File: src/rtl/prio_encoder_hs.sv
// Sticky request collector: serves the highest pending request index over a valid/ready handshake.
// Requests latch until served; a request into an already-pending bit raises the overrun flag.
module prio_encoder_hs #(
  parameter int N = 4,
  parameter int W = 2
) (
  input  logic         clk,
  input  logic         rst_n,
  input  logic         en,
  input  logic [N-1:0] req_in,
  input  logic         out_ready,
  output logic         out_valid,
  output logic [W-1:0] out_idx,
  output logic [N-1:0] pending,
  output logic         ovf,
  input  logic         ovf_clr
);

  logic [N-1:0] pending_reg;
  logic [N-1:0] pending_next;
  logic         out_valid_reg;
  logic [W-1:0] out_idx_reg;
  logic         ovf_reg;
  logic         ovf_next;

  logic         accept;
  logic         load;
  logic [W-1:0] sel;
  logic [N-1:0] clr_mask;
  logic [N-1:0] lost;

  assign accept = out_valid_reg & out_ready;
  assign load   = en & (~out_valid_reg | out_ready) & (|pending_reg);

  // Ascending scan so the last hit, the highest set bit, wins.
  always_comb begin
    sel = '0;
    for (int i = 0; i < N; i++) begin
      if (pending_reg[i]) sel = W'(i);
    end
  end

  genvar gi;
  generate
    for (gi = 0; gi < N; gi++) begin : g_mask
      assign clr_mask[gi] = load & (sel == W'(gi));
      assign lost[gi]     = req_in[gi] & pending_reg[gi] & ~clr_mask[gi];
    end
  endgenerate

  // Set wins over clear, both for pending bits and for the overrun flag.
  assign pending_next = (pending_reg & ~clr_mask) | req_in;
  assign ovf_next     = (|lost) | (ovf_reg & ~ovf_clr);

  always_ff @(posedge clk or negedge rst_n) begin
    if (!rst_n) begin
      pending_reg   <= '0;
      out_valid_reg <= 1'b0;
      out_idx_reg   <= '0;
      ovf_reg       <= 1'b0;
    end else begin
      pending_reg <= pending_next;
      ovf_reg     <= ovf_next;
      if (load) begin
        out_valid_reg <= 1'b1;
        out_idx_reg   <= sel;
      end else if (accept) begin
        out_valid_reg <= 1'b0;
      end
    end
  end

  assign out_valid = out_valid_reg;
  assign out_idx   = out_idx_reg;
  assign pending   = pending_reg;
  assign ovf       = ovf_reg;

endmodule

File: config.mk
export PLATFORM = sky130hd
export DESIGN_NAME = prio_encoder_hs
export DESIGN_NICKNAME = d
export VERILOG_FILES = /design/src/rtl/prio_encoder_hs.sv
export SDC_FILE = /design/constraint.sdc
export NUM_CORES = 1
export LEC_CHECK = 0
export ABC_AREA = 1
export CORE_AREA = 10 10 47 49
export DETAILED_ROUTE_END_ITERATION = 10
export DIE_AREA = 0 0 57 59
export PLACE_DENSITY_LB_ADDON = 0.08
export SYNTH_ARGS = -nofsm -noshare
export SYNTH_HDL_FRONTEND = slang
export SYNTH_SLANG_ARGS = --single-unit
File: constraint.sdc
create_clock -name clk -period 0.85 [get_ports clk]
set_input_delay 0.1275 -clock clk [delete_from_list [all_inputs] [get_ports clk]]
set_output_delay 0.1275 -clock clk [all_outputs]
set_load 0.005 [all_outputs]
# Word-level counts from Yosys, hierarchy flattened
# Cells that the tools add are included.
[totals]
reg_bits = 8
latch_bits = 0
ramBits = 0
romBits = 0
inputBits = 9
out_inout_bits = 8
wordCells = 43
mem_count = 0
[classes]
addsub = 0
n_mul = 0
div = 0
order_cmp = 0
eq_ne = 3
shifts = 0
n_mux = 5
bitwise = 27
n_reduce_logical = 4
[ops]
columns = ["operator", "count"]
rows = [
  ["$and 1x1->1", 16],
  ["$reduce_or 4->1", 2],
  ["$not 1->1", 6],
  ["$and 4x4->4", 1],
  ["$eq 2x2->1 const B", 2],
  ["$mux 2", 2],
  ["$not 4->4", 1],
  ["$or 4x4->4", 1],
  ["$mux 1", 3],
  ["$eq 2x1->1 const B", 1],
  ["$logic_not 2->1", 1],
  ["$or 1x1->1", 2],
  ["$reduce_bool 2->1", 1],
]

# Logic depth before layout (Yosys ltp)
[depth]
ltp_word = 9
mapped_depth = 7
depth_no_buf = 7

# Worst setup path after synthesis
# No wires, ideal clock.
[synth_path]
path_kind = "flip-flop to flip-flop"
startpoint = "reg pending_reg[3] (netlist: pending[3])"
endpoint = "reg pending_reg[0] (netlist: pending[0])"
arrival_time_ns = 0.874
required_time_ns = 0.732
setup_slack_ns = -0.142
stages_incl_launch_ff = 4
n_path_buf = 0
synth_period_minus_slack_ns = 0.992
path_cell_list = "dfrtp_1 > nor3_1 > nand3_1 > a21o_1"
[synth_between]
elab_chain_cells = 6
elab_cells_between_ends = 8
[synth_rtl]
columns = ["element", "line_no", "source"]
rows = [
  ["start, declared", "19", "logic [N-1:0] pending_reg;"],
  ["start signal, assigned", "62", "pending_reg <= pending_next;"],
  ["$reduce_or 4->1 / $mux 2 (equally long branches)", "33, 39", ""],
  ["$and 1x1->1 / $logic_not 2->1 (equally long branches)", "33, 46", ""],
  ["$and 1x1->1 *", "46", "assign clr_mask[gi] = load & (sel == W'(gi));"],
  ["$not 4->4 *", "52", "assign pending_next = (pending_reg & ~clr_mask) | req_in;"],
  ["$and 4x4->4 *", "52", ""],
  ["$or 4x4->4 *", "52", ""],
  ["net pending_next[0]", "20", "logic [N-1:0] pending_next;"],
]
# The timed path passes the listed nets; every way through them passes the cells marked *.
# A chain may end at the register's enable or synchronous reset.

# Worst setup path after layout
[layout_path]
startpoint = "reg pending_reg[3] (netlist: pending[3])"
endpoint = "out pending[3]"
[layout_rtl]
columns = ["element", "line_no", "source"]
rows = [
  ["end, declared", "14", "output logic [N-1:0] pending,"],
]
# No word-level cell between the ends.

==> impl_results.md <==
* Status: finished with violations
* Violated checks: setup timing
* Synth top area cells: dfrtp_1 (52%), nand2_1 (12%), nand3_1 (7.8%)
* Post-synthesis register bit count at 8
* Final non-filler cell area at ~760 um2
* Detailed Routing Iterations Pass 1 at 5
* CP Launch Type: flop
* Hold slack at between 0.15 and 0.2 ns
* IO Pins at 17
* VDD IR max at between 0.8 and 0.9 mV
* Fill count at about 140
* Crit path top cell by count: buf_6
* Number of flip-flops in the largest register at 4
* Hold-fix buffers, CTS at 0
* Crit path buf inv count at 3
* Mapped Avg Cell Area at 8.146 um2
* GP Congestion at 0.7167
* Slew Limit Fails at 0
* Area Growth Syn to Fin at 98.69%
* Yosys warnings at 0
* CP Capture Type: output pin
* Max cap viols at 0
* Core area at about 1400 um2
* Syn_nets at 56
* Largest delay share family, worst path: flip-flops
* Worst-Margin Slew at 0.1934 ns
* P per Cell Area at 1363 nW/um2
* GRT Util Overall at 0.06966
* Die area at 3363 um2
* Fin nets at 94
* Unrepaired setup endpoints after global routing: yes
* Seq/Total Area, Yosys at 0.5229
* Mapped Cells at 47
* Routed WL per cell at roughly 12 um
* P_int at 758.6 uW
* Most common cell in the netlist: nand2_1
* Sw Ratio at 0.2686
* Clock latency on the worst-skew pair at ~0.25 ns
* Share of cells above drive strength 1 at 0.5238
* Vias per cell at between 4 and 5
* Die Height at about 59 um
* IO buf count at 16
* Largest net degree at the start of global routing at 9
* Final HPWL DP at 829.4 um
* Crit-path cells: buf_4 > buf_6 > buf_6
* Worst rel slew slack at 0.8706
* Die W at between 50 and 60 um
* CTS tree: done
* Routed vias at about 430
* Area of the multi-input gates at 195.2 um2
* Number of diodes at 0
* Hold violation total from the final report at 0
* Mapped cell area at between 300 and 400 um2
* CP max FO at 2
* Max stage delay on crit path at a little over 0.4 ns
* Vias in the first global route at roughly 450
* Post-synth top cells: nand2_1 (12), dfrtp_1 (8), inv_1 (7)
* Final core occ at 0.5429
* Final setup fails at 15
* Longest Clk Path Bufs at 2
* H-Tree Depth at 1
* Worst EP arrival at 1.00 ns
* Seq pwr share at 0.410
* Part of the cycle the worst path needs at 1.322
* Clock sink count at 8
* Area leader, netlist: dfrtp_1
* Placement Cell Area at 621.8 um2
* Initial DRC count at 5
* Clock Skew at ~0.0019 ns
* Root Driver: clkbuf_4
* Initial Util at 0.2732
* # rows at 14
* Static leakage at between 0.3 and 0.4 nW
* Dominant synthesized flop cell: dfrtp_1
* Gate power share at 0.276
* Synth cell types at 13
* Min-delay worst type: primary input to asynchronous set/reset pin
* Antenna-violating nets left at 0
* Critical Path RT at ~0.72 ns
* Num CTS Buffers at 3
* Maximum clock rate at between 800 and 900 MHz
* Ys async rst share at 1.000
* Register cell area after layout at 202.7 um2
* Global-route wire length before repair at between 1500 and 2000 um
* Setup TNS at -2.117 ns
* Initial antenna violation count at 0
* Critical-path top delay cell: dfrtp_2
* Reg clk slew, reported paths at about 0.06 ns
* Post-synth EDFFs at 0
* Psw at between 200 and 300 uW
* Detailed Route WL at 1216 um
* CP Class: flop to output pin
* Post-synth top area share at 0.5229
* Fin crit period at around 1.1 ns
* DRC Markers at 0
* GR Overflow Total at 0
* Setup ws final at -0.2739 ns
* Clk pwr share at 0.314
==> final cells by class <==
type	instances	area share
flip-flops and latches	8	0.2664
repair buffers	33	0.3734
clock buffers	4	0.03454
well taps	16	0.02632
inverters	8	0.04276
multi-input cells	31	0.2566
==> metrics by stage <==
step | std cells | setup slack, ns | power (mW)
2_1_floorplan | 47 | -0.1319 | 0.5052
3_3_place_gp | 85 | -0.4180 | 0.6629
3_5_place_dp | 85 | -0.4463 | 0.6648
4_1_cts | 96 | -0.2404 | 1.010
5_1_grt | 100 | -0.3339 | 1.101
6_report | 100 | -0.2739 | 1.037
==> routing by layer <==
| metal | GRT usage | vias up | share of wire | wire length (um) |
|---|---|---|---|---|
| met5 | 0 | - | 0 | 0 |
| met4 | 0.03020 | 0 | 0.0066 | 8 |
| met3 | 0.02790 | 2 | 0.073 | 89 |
| met2 | 0.1302 | 13 | 0.53 | 640 |
| met1 | 0.06545 | 196 | 0.39 | 478 |
| li1 | - | 221 | - | - |
==> placed cells by master (no fill, tap or decap) <==
cell type,n
nor3_2,1
nor2_4,2
buf_6,5
nand2_1,10
buf_12,1
clkbuf_2,1
a21o_2,1
nand3_1,2
o21ai_1,1
nand3_2,4
dfrtp_2,2
buf_2,5
a21o_1,3
inv_1,6
nand2_2,4
clkdlybuf4s50_1,8
o21ai_0,1
a21oi_1,1
inv_4,1
clkbuf_4,3
clkbuf_1,1
nor2_1,1
buf_4,13
inv_2,1
dfrtp_1,6
==> final timing paths <==
path | start | to | slack (ns) | depth (start not counted)
setup / recovery | pending[3]$_DFF_PN0_ | pending[3] | -0.27 | 3
hold / removal | rst_n | pending[3]$_DFF_PN0_ | 0.18 | 2
setup reg to reg | pending[3]$_DFF_PN0_ | ovf$_DFF_PN0_ | -0.24 | 7
hold reg to reg | out_valid$_DFFE_PN0P_ | out_valid$_DFFE_PN0P_ | 0.53 | 2
max in group asynchronous | rst_n | pending[2]$_DFF_PN0_ | 0.56 | 2
min in group clk | req_in[0] | pending[0]$_DFF_PN0_ | 0.46 | 2
==> worst reg2reg max path, stage by stage (launching register included) <==
cell and delay, ns:
dfrtp_2 0.41, buf_6 0.14, nor2_4 0.13, nand3_2 0.09, nand3_2 0.07, nand2_2 0.05
inv_2 0.05, nand3_2 0.05
==> cell families (layout without fill, tap and decap cells) <==
logic type,after synthesis,after routing,share of synthesized area
AOI/OAI and AO/OA,7,7,0.1209
DFF,8,8,0.5229
buffers and inverters,8,45,0.07843
and+or+nand+nor,24,24,0.2778
==> power groups by stage <==
stage,clock network [mW],registers [mW],logic [mW]
after floorplan,0,0.443,0.0624
after global placement,0,0.442,0.221
after detailed placement,0,0.444,0.221
after CTS,0.339,0.426,0.245
after global routing,0.355,0.431,0.314
final,0.326,0.425,0.286
==> repair_timing <==
| action | 4_1_cts | 5_1_grt |
|---|---|---|
| gates resized for setup | 39 | 10 |
| pin swaps | 6 | 2 |
| setup endpoints to repair | 15 | 16 |
| gates cloned | 0 | 0 |
| setup buffers | 7 | 4 |
No activity file was read; power rests on OpenSTA's default activity.
